File: src/rtl/probe_frame_rx.sv
// Host-side decoder for the probe-trace UART link: 8N1 byte receiver plus 6-byte frame
// reassembly ({AA, probes, stamp[31:0] MSB first}) with line, sync and timestamp checks.
module probe_frame_rx #(
  parameter int CLKS_PER_BIT = 208,
  parameter int GAP_BITS     = 20
) (
  input  logic        clk,
  input  logic        reset_n,
  input  logic        rx,
  output logic        byte_valid,
  output logic [7:0]  byte_data,
  output logic        frame_valid,
  output logic [7:0]  frame_probes,
  output logic [31:0] frame_stamp,
  output logic        stamp_err,
  output logic        framing_err,
  output logic        sync_lost
);

  localparam int CNT_W     = $clog2(CLKS_PER_BIT);
  localparam int GAP_LIMIT = GAP_BITS * CLKS_PER_BIT;
  localparam int GAP_W     = $clog2(GAP_LIMIT + 1);

  localparam logic [CNT_W-1:0] BIT_LAST  = CNT_W'(CLKS_PER_BIT - 1);
  localparam logic [CNT_W-1:0] HALF_LAST = CNT_W'(CLKS_PER_BIT / 2 - 1);
  // Registered clear and registered pulse each cost one cycle, so firing at LIMIT-2 puts
  // sync_lost exactly GAP_LIMIT cycles after the byte_valid pulse.
  localparam logic [GAP_W-1:0] GAP_FIRE  = GAP_W'(GAP_LIMIT - 2);

  typedef enum logic [2:0] {
    RX_IDLE,
    RX_START,
    RX_DATA,
    RX_STOP,
    RX_WAIT_HIGH
  } rx_state_t;

  typedef enum logic {
    FR_HUNT,
    FR_COLLECT
  } fr_state_t;

  // ---------------------------------------------------------------- synchroniser
  logic rx_meta, rx_sync, rx_prev;

  always_ff @(posedge clk or negedge reset_n) begin
    if (!reset_n) begin
      rx_meta <= 1'b1;
      rx_sync <= 1'b1;
      rx_prev <= 1'b1;
    end else begin
      // NOTE: non-blocking assignments let every flop sample its input from before the edge,
      // which is what makes this a two-stage chain rather than a single wire.
      rx_meta <= rx;
      rx_sync <= rx_meta;
      rx_prev <= rx_sync;
    end
  end

  // ---------------------------------------------------------------- byte receiver
  rx_state_t        rx_state;
  logic [CNT_W-1:0] bit_cnt;
  logic [2:0]       bit_idx;
  logic [7:0]       shift;
  logic             bit_tick;
  logic             stop_bad;

  assign bit_tick = (bit_cnt == BIT_LAST);
  assign stop_bad = (rx_state == RX_STOP) && bit_tick && !rx_sync;

  always_ff @(posedge clk or negedge reset_n) begin
    if (!reset_n) begin
      rx_state    <= RX_IDLE;
      bit_cnt     <= '0;
      bit_idx     <= '0;
      shift       <= '0;
      byte_valid  <= 1'b0;
      byte_data   <= '0;
      framing_err <= 1'b0;
    end else begin
      byte_valid  <= 1'b0;
      framing_err <= 1'b0;
      unique case (rx_state)
        RX_IDLE: begin
          if (rx_prev && !rx_sync) begin
            rx_state <= RX_START;
            bit_cnt  <= '0;
          end
        end
        RX_START: begin
          if (bit_cnt == HALF_LAST) begin
            bit_cnt <= '0;
            if (rx_sync) begin
              rx_state <= RX_IDLE;
            end else begin
              rx_state <= RX_DATA;
              bit_idx  <= '0;
            end
          end else begin
            bit_cnt <= bit_cnt + 1'b1;
          end
        end
        RX_DATA: begin
          if (bit_tick) begin
            bit_cnt <= '0;
            shift   <= {rx_sync, shift[7:1]};
            bit_idx <= bit_idx + 1'b1;
            if (bit_idx == 3'd7) rx_state <= RX_STOP;
          end else begin
            bit_cnt <= bit_cnt + 1'b1;
          end
        end
        RX_STOP: begin
          if (bit_tick) begin
            bit_cnt <= '0;
            if (rx_sync) begin
              byte_valid <= 1'b1;
              byte_data  <= shift;
              rx_state   <= RX_IDLE;
            end else begin
              framing_err <= 1'b1;
              rx_state    <= RX_WAIT_HIGH;
            end
          end else begin
            bit_cnt <= bit_cnt + 1'b1;
          end
        end
        RX_WAIT_HIGH: begin
          // A held-low break must not be mistaken for a stream of start bits.
          if (rx_sync) rx_state <= RX_IDLE;
        end
        default: rx_state <= RX_IDLE;
      endcase
    end
  end

  // ---------------------------------------------------------------- frame assembly
  fr_state_t        fr_state;
  logic [2:0]       idx;
  logic [7:0]       probes_buf;
  logic [23:0]      stamp_buf;
  logic [GAP_W-1:0] gap_cnt;
  logic [31:0]      prev_stamp;
  logic             have_prev;
  logic [31:0]      new_stamp;
  logic [31:0]      stamp_delta;

  assign new_stamp   = {stamp_buf, byte_data};
  assign stamp_delta = new_stamp - prev_stamp;

  always_ff @(posedge clk or negedge reset_n) begin
    if (!reset_n) begin
      fr_state     <= FR_HUNT;
      idx          <= '0;
      probes_buf   <= '0;
      stamp_buf    <= '0;
      gap_cnt      <= '0;
      prev_stamp   <= '0;
      have_prev    <= 1'b0;
      frame_valid  <= 1'b0;
      frame_probes <= '0;
      frame_stamp  <= '0;
      stamp_err    <= 1'b0;
      sync_lost    <= 1'b0;
    end else begin
      frame_valid <= 1'b0;
      stamp_err   <= 1'b0;
      sync_lost   <= 1'b0;
      if (fr_state == FR_COLLECT && stop_bad) begin
        sync_lost <= 1'b1;
        fr_state  <= FR_HUNT;
        gap_cnt   <= '0;
      end else if (byte_valid) begin
        gap_cnt <= '0;
        unique case (fr_state)
          FR_HUNT: begin
            if (byte_data == 8'hAA) begin
              fr_state <= FR_COLLECT;
              idx      <= '0;
            end
          end
          FR_COLLECT: begin
            idx <= idx + 1'b1;
            unique case (idx)
              3'd0:             probes_buf <= byte_data;
              3'd1, 3'd2, 3'd3: stamp_buf  <= {stamp_buf[15:0], byte_data};
              default: begin
                frame_valid  <= 1'b1;
                frame_probes <= probes_buf;
                frame_stamp  <= new_stamp;
                // Zero or "negative" modular step means the stamp failed to advance.
                stamp_err    <= have_prev && (stamp_delta == '0 || stamp_delta[31]);
                prev_stamp   <= new_stamp;
                have_prev    <= 1'b1;
                fr_state     <= FR_HUNT;
              end
            endcase
          end
          default: fr_state <= FR_HUNT;
        endcase
      end else if (fr_state == FR_COLLECT) begin
        if (gap_cnt == GAP_FIRE) begin
          sync_lost <= 1'b1;
          fr_state  <= FR_HUNT;
          gap_cnt   <= '0;
        end else begin
          gap_cnt <= gap_cnt + 1'b1;
        end
      end
    end
  end

endmodule
File: config.mk
export PLATFORM = sky130hd
export DESIGN_NAME = probe_frame_rx
export DESIGN_NICKNAME = d
export VERILOG_FILES = /design/src/rtl/probe_frame_rx.sv
export SDC_FILE = /design/constraint.sdc
export NUM_CORES = 1
export LEC_CHECK = 0
export ABC_AREA = 0
export CORE_MARGIN = 4
export CORE_UTILIZATION = 64
export DETAILED_ROUTE_END_ITERATION = 12
export PLACE_DENSITY = 0.86
export SLEW_MARGIN = 20
export SYNTH_ARGS = -nofsm -noshare
export SYNTH_HDL_FRONTEND = slang
export SYNTH_SLANG_ARGS = --single-unit
File: constraint.sdc
create_clock -name clk -period 7.4 [get_ports clk]
set_clock_uncertainty 0.1 [all_clocks]
set_input_delay 1.11 -clock clk [delete_from_list [all_inputs] [get_ports clk]]
set_output_delay 1.11 -clock clk [all_outputs]
set_load 0.03 [all_outputs]
==> results of run 1 <==
worst max-delay path, stage by stage (launching register included):
cell       delay (ps)
dfrtp_1           400
inv_1              90
ha_1              250
fa_1              450
nor2b_1           390
o221a_2           320
mux2i_1           280
o211ai_1          120
nor4_1            270
o2111ai_1         210
nor4_2            310
nand4_1           130
o21ai_1           100
cells in the final DEF, fill, tap and decap left out, types with 8 or more instances in the layout:
master,count
nand3_1,18
o21ai_0,79
mux2_2,57
nor3_1,22
dfrtp_1,125
ha_1,41
nor2_1,56
a21oi_1,31
clkdlybuf4s50_1,54
inv_6,8
clkbuf_16,17
nor4_1,9
mux2i_1,8
nand4_1,13
nand2b_1,10
inv_1,53
xor2_1,10
a31oi_1,10
nor2b_1,8
and3_1,10
o21a_1,10
nand2_1,105
where the power goes:
part           switching [mW]  internal [mW]  total (mW)
clock                   0.371          0.478       0.849
combinational          0.0496         0.0266      0.0762
sequential             0.0404          0.722       0.762
total                   0.461           1.23        1.69
flip-flops by register name, summed over array words and instances, names as in the netlist, 3 cells and up:
register and flops:
shift 8, bit_cnt 8, rx_state 3, bit_idx 3, idx 3, gap_cnt 13, frame_probes 8, stamp_buf 24
prev_stamp 32, byte_data 8, probes_buf 8
routing by layer:
layer  up-vias  global-route usage, %  part of all wire, %
met1      3448                  47.32                   39
li1       3093                      -                    -
met5         -                      0                    0
met3       139                  10.33                   11
met4         0                  18.17                  5.3
met2       498                  53.79                   44
cell families after synthesis:
kind of cell / Yosys count / share of synthesized area (%)
and+or+nand+nor: 279 / 17.42
AOI/OAI and AO/OA: 218 / 18.65
DFF: 128 / 41.60
buffers and inverters: 82 / 4.350
muxes: 65 / 9.365
adders and majority gates: 42 / 6.914
xor gates and xnor gates: 15 / 1.704
worst max-delay path by stage:
stage | startpoint | to | slack, ps | depth (start not counted)
3_3_place_gp | byte_data[0] | stamp_err | 4200 | 12
2_1_floorplan | byte_data[0] | stamp_err | 4460 | 12
4_1_cts | byte_data[0] | stamp_err | 4060 | 12
3_5_place_dp | stamp_buf[8] | stamp_err | 4090 | 10
6_report | byte_data[0] | stamp_err | 3900 | 12
5_1_grt | byte_data[0] | stamp_err | 3710 | 12
area by class of cell:
cell class | count | area (sq um)
Fill cell | 736 | 2678
Inverter | 53 | 198.9
Clock buffer | 17 | 425.4
Clock inverter | 15 | 163.9
Sequential cell | 128 | 3207
Tap cell | 143 | 178.9
Timing Repair Buffer | 58 | 570.5
Multi-Input combinational cell | 619 | 4192
==> Flow_metrics.wiki, run 1 <==
{| class="wikitable"
! Metric !! Value
|-
| Result of the run || finished clean
|-
| CTS sink count || 128
|-
| Worst-margin pin slew || 992.3 ps
|-
| Mean post-synth cell area || 9.299 sq um
|-
| Clock Pin Slew Worst Setup and Hold Paths || 60 ps
|-
| Unrepaired setup endpoints after global routing || false
|-
| Kind of start point of the critical path || flip-flop
|-
| Kind of critical path || reg2reg
|-
| Number of global-route vias before repair || 7160
|-
| Number of DRC violations after detailed routing || 0
|-
| Initial antenna violation count || 0
|-
| Total power density per cell area || 188.9 mW/mm^2
|-
| 1st-iter DRT viols || 1238
|-
| Rel. slew slack || 33.85%
|-
| Post-route cell area || 0.008936 sq mm
|-
| CP Data Required Time || 7660 ps
|-
| Die width || 117.8 um
|-
| Count of flip-flops with a built-in enable after synthesis || 0
|-
| Most common cell in the netlist || dfrtp_1
|-
| Final estimated routing congestion in global placement || 1.012
|-
| Register-to-register setup slack || 3900 ps
|-
| I/O pin cnt || 56
|-
| Number of instances in the placed design || 1001
|-
| Ranking of synthesized cells by instance count || 125 x dfrtp_1, 105 x nand2_1, 79 x o21ai_0
|-
| Die outline area || 0.01387 sq mm
|-
| Die Y-Extent || 117.8 um
|-
| Root buffer cell || clkbuf_16
|-
| Hold crit path type || reg2reg
|-
| Number of nets with antenna violations after detailed routing || 0
|-
| Avg Vias per Cell || 6.949
|-
| Final antenna diode count || 0
|-
| Sum Neg Setup Slack || 0 ps
|-
| Worst hold path cell count || 0
|-
| Fin Hold WS || 260.8 ps
|-
| Synth-to-layout area growth || 15.92%
|-
| Destination of the worst hold path || rx_sync
|-
| Number of core rows || 39
|-
| Leakage power || 4.160 nW
|-
| Buffer levels on the longest clock path || 2
|-
| Post-Route WL || 24.69 mm
|-
| Global Route Usage Sum || 35.77%
|-
| Total of buffers placed on input and output ports || 55
|-
| Ys async rst share || 100.0%
|-
| Post-layout total power || 1.688 mW
|-
| Routed wire length per instance || 23.90 um
|-
| Post-CTS Setup Inserts || 0
|-
| Area fraction of the dominant cell type after synthesis || 40.58%
|-
| Final hold viol count || 0
|-
| Cts bufs inserted || 17
|-
| Syn_nets || 874
|-
| Final critical delay including setup and external delays || 3502 ps
|-
| Largest fanout on the critical path || 5
|-
| Clock latency on the worst-skew pair || 430 ps
|-
| Final setup viols || 0
|-
| Cts hold-fix bufs || 0
|-
| Synthesis Warnings || 0
|-
| Max-Cap Viols || 0
|-
| Portion of the clock cycle consumed by the worst path in the final layout || 47.33%
|-
| Final worst slack || 3898 ps
|-
| Max rail drop VDD || 0.3267 mV
|-
| Fin. max-slew vios || 0
|-
| Element type at the critical path end || flip-flop
|-
| Largest cells by area after synthesis || dfrtp_1 41%, mux2_2 8.3%, ha_1 6.7%
|-
| Area of placed instances || 0.008338 sq mm
|-
| Cell type contributing the most total cell area after synthesis || dfrtp_1
|-
| Worst slack after detailed placement || 4089 ps
|-
| Capturing point of the worst reg2reg path || stamp_err
|-
| Cell count after synthesis || 829
|-
| Wire length of the first global-routing pass || 39.28 mm
|-
| Leading register cell type out of synthesis || dfrtp_1
|-
| Post-Layout Cell Count || 1033
|-
| Fraction of the yosys area taken by sequential cells || 41.60%
|-
| Maximum number of pins on one net before global-route repair || 81
|-
| Startpoint of the lowest-slack register-to-register path || byte_data[0]
|-
| CP Data Arrival Time || 3760 ps
|-
| Highest clock frequency the design can meet || 285.5 MHz
|-
| Number of levels the H-tree was split into || 4
|-
| Post-Route Utilization || 76.94%
|-
| Total of cells resized after clock tree synthesis || 0
|-
| Startpoint of the tightest hold check path || rx_meta
|-
| Number of unique standard cell types used by synthesis || 78
|-
| Worst Reg2Reg Path Length in Cells || 12
|-
| Final global-route overflow total || 0
|-
| TritonCTS clock tree || built
|-
| Final-stage net count || 922
|-
| Layout cell share with drive strength beyond 1 || 14.04%
|-
| Cell area after synthesis || 0.007709 sq mm
|-
| Placed wire-length estimate || 16.67 mm
|-
| Initial Utilization || 66.38%
|-
| Register bit count reported by yosys || 128
|-
| Total vias in the final route || 7178
|-
| Core outline area || 0.01161 sq mm
|-
| DRT Pass-1 Iters || 7
|}
Note: power is estimated with default switching activity, not from simulation.
==> run 2, diff against run 1 <==
--- a/config.mk
+++ b/config.mk
@@ -7,9 +7,9 @@
 export LEC_CHECK = 0
 export ABC_AREA = 0
 export CORE_MARGIN = 4
-export CORE_UTILIZATION = 64
+export CORE_UTILIZATION = 54
 export DETAILED_ROUTE_END_ITERATION = 12
-export PLACE_DENSITY = 0.86
+export PLACE_DENSITY = 0.77
 export SLEW_MARGIN = 20
 export SYNTH_ARGS = -nofsm -noshare
 export SYNTH_HDL_FRONTEND = slang
==> constraint.sdc (replaced) <==
create_clock -name clk -period 2.9 [get_ports clk]
set_clock_uncertainty 0.1 [all_clocks]
set_input_delay 0.435 -clock clk [delete_from_list [all_inputs] [get_ports clk]]
set_output_delay 0.435 -clock clk [all_outputs]
set_load 0.03 [all_outputs]
==> Flow_metrics.wiki, run 2 (synthesis gave the netlist of run 1 again) <==
{| class="wikitable"
! Metric !! Value
|-
| Hold crit path type || reg2reg
|-
| Number of DRC violations after detailed routing || 0 (unchanged)
|-
| Clock latency on the worst-skew pair || 420 ps (about the same)
|-
| Final setup viols || 1 (+1)
|-
| Kind of critical path || reg2reg
|-
| Violations in the final reports || setup timing
|-
| CTS sink count || 128 (unchanged)
|-
| Synth-to-layout area growth || 27.06%
|-
| Number of levels the H-tree was split into || 4 (unchanged)
|-
| Worst-margin pin slew || 899.9 ps (-92.41 ps)
|-
| Worst slack after detailed placement || -132.9 ps (-4222 ps)
|-
| Fin. max-slew vios || 0 (unchanged)
|-
| Final worst slack || -72.58 ps (-3970 ps)
|-
| Portion of the clock cycle consumed by the worst path in the final layout || 102.5% (+55 points)
|-
| Clock Pin Slew Worst Setup and Hold Paths || 60 ps (about the same)
|-
| Final antenna diode count || 0 (unchanged)
|-
| Number of instances in the placed design || 1126 (+12%)
|-
| Register with the most flip-flops || prev_stamp
|-
| Most common cell type on the critical path || nor4_2
|-
| Final estimated routing congestion in global placement || 0.9759 (-3.5%)
|-
| Largest registers in the final layout || prev_stamp x32, stamp_buf x24, gap_cnt x13
|-
| Worst-path cell chain || ha_4 -> fa_2 -> nand3_2 -> a221o_1 -> nor4_2 -> nand4_1 -> nor4_2 -> o2111ai_1 -> nor4_2 -> nand4_1 -> o21ai_1
|-
| Total power density per cell area || 440.4 mW/mm^2 (+130%)
|-
| Post-Layout Cell Count || 1162 (+12%)
|-
| Slowest cell on crit path || fa_2
|-
| Initial Utilization || 55.32% (-11 points)
|-
| Total of buffers placed on input and output ports || 55 (unchanged)
|-
| Die Y-Extent || 127.5 um (+8.3%)
|-
| CP Data Arrival Time || 3220 ps (-540 ps)
|-
| Avg Vias per Cell || 5.948 (-14%)
|-
| Kind of start point of the critical path || flip-flop
|-
| Number of nets with antenna violations after detailed routing || 0 (unchanged)
|-
| Buffer levels on the longest clock path || 2 (unchanged)
|-
| Area of placed instances || 0.009075 sq mm (+8.8%)
|-
| Post-route cell area || 0.009794 sq mm (+9.6%)
|-
| Cts bufs inserted || 17 (unchanged)
|-
| TritonCTS clock tree || built
|-
| Commonest non-fill, non-tap cell in the layout || dfrtp_1
|-
| Initial antenna violation count || 0 (unchanged)
|-
| Sum Neg Setup Slack || -72.58 ps (-72.58 ps)
|-
| Largest fanout on the critical path || 2 (-3)
|-
| Register-to-register setup slack || -70 ps (-3970 ps)
|-
| Result of the run || finished, violations left
|-
| Highest clock frequency the design can meet || 336.4 MHz (+18%)
|-
| Final-stage net count || 1014 (+10%)
|-
| Number of core rows || 43 (+10%)
|-
| Top library cells by usage in the layout, fill and taps aside || 124 x dfrtp_1, 104 x nand2_1, 91 x buf_4, 78 x o21ai_0, 57 x mux2_2
|-
| Placed wire-length estimate || 15.59 mm (-6.5%)
|-
| Layout cell share with drive strength beyond 1 || 23.63% (+9.6 points)
|-
| Post-layout total power || 4.313 mW (+160%)
|-
| Number of fill cells in the layout || 1039 (+41%)
|-
| Total vias in the final route || 6912 (-3.7%)
|-
| Unrepaired setup endpoints after global routing || true
|-
| Max-Cap Viols || 0 (unchanged)
|-
| Flip-flop count of the largest register after layout || 32 (unchanged)
|-
| Core outline area || 0.01393 sq mm (+20%)
|-
| Die outline area || 0.01625 sq mm (+17%)
|-
| Final global-route overflow total || 0 (unchanged)
|-
| Die width || 127.5 um (+8.3%)
|-
| Rel. slew slack || 39.75% (+5.9 points)
|-
| Max rail drop VDD || 0.5823 mV (+78%)
|-
| Root buffer cell || clkbuf_16
|-
| Leakage power || 4.623 nW (+11%)
|-
| Final hold viol count || 0 (unchanged)
|-
| 1st-iter DRT viols || 601 (-51%)
|-
| Routed wire length per instance || 18.69 um (-22%)
|-
| Final critical delay including setup and external delays || 2973 ps (-529.6 ps)
|-
| Number of global-route vias before repair || 6764 (-5.5%)
|-
| Wire length of the first global-routing pass || 34.75 mm (-12%)
|-
| Element type at the critical path end || flip-flop
|-
| Fin Hold WS || 265.4 ps (+4.633 ps)
|-
| I/O pin cnt || 56 (unchanged)
|-
| Largest stage delay, worst path || 520 ps (+70 ps)
|-
| CP Data Required Time || 3150 ps (-4510 ps)
|-
| Global Route Usage Sum || 27.21% (-8.6 points)
|-
| DRT Pass-1 Iters || 5 (-2)
|-
| Maximum number of pins on one net before global-route repair || 56 (-31%)
|-
| Post-Route Utilization || 70.29% (-6.7 points)
|-
| Post-Route WL || 21.71 mm (-12%)
|}
## run 2: changes by cell type in the layout (fill, tap and decap cells not counted), moves of 2 or more
cell        before  now
nor2b_2          0    2
nor4_1           9    6
clkinvlp_4       1    4
inv_6            8    3
ha_1            41   39
buf_12           0    2
inv_8            2    0
buf_4            4   91
clkinv_2         0    2
bufinv_16        1    3
nor4_2           2    6
nor2b_1          8    6
## run 2: power by group
| group | total [mW] | switching (mW) | internal [mW] | leakage (nW) |
|---|---|---|---|---|
| combinational | 0.184 | 0.109 | 0.0756 | 2.58 |
| clock | 2.20 | 0.844 | 1.36 | 0.286 |
| sequential | 1.93 | 0.0835 | 1.84 | 1.76 |
| total | 4.31 | 1.04 | 3.28 | 4.62 |
## run 2: worst paths after layout
| path | cells past startpoint | to | from |
|---|---|---|---|
| max in group asynchronous | 3 | prev_stamp[12] | reset_n |
| worst min register to register | 0 | rx_sync | rx_meta |
| worst min-delay path | 0 | rx_sync | rx_meta |
| min in group asynchronous | 2 | gap_cnt[5] | reset_n |
| worst max-delay path | 11 | stamp_err | prev_stamp[0] |
| worst max register to register | 11 | stamp_err | prev_stamp[0] |
## run 2: cell type report
class                   count  area [sq um]  share of cell area, %
inverters                  53         198.9                  2.031
clock buffers              17         425.4                  4.343
multi-input cells         620          4269                  43.59
flip-flops and latches    128          3208                  32.75
well taps                 180         225.2                  2.299
clock inverters            15         182.7                  1.865
repair buffers            149          1285                  13.12
## run 2: critical path, delay by kind of cell (launching register included)
family / cells / cell delay, ps
AND/OR/NAND/NOR: 6 / 1140
AO/OA/AOI/OAI: 3 / 540
flip-flops: 1 / 410
adder cells (fa/ha/maj): 2 / 700
## run 2: timing repair
action | 4_1_cts | 5_1_grt
hold endpoints to repair | 50 | 0
pin swaps | 3 | 9
endpoints found under the setup margin | 1 | 14
resized for setup | 4 | 15
hold buffers | 1 | 0
buffers inserted | 0 | 2
gates cloned | 0 | 1
## run 2: routing by layer
metal	vias to the layer above	routed length, um	GRT usage (%)
met5	-	0	0
met4	0	518	9.779
met3	42	1407	6.438
met2	250	10210	42.99
met1	3343	9580	36.73
li1	3277	-	-
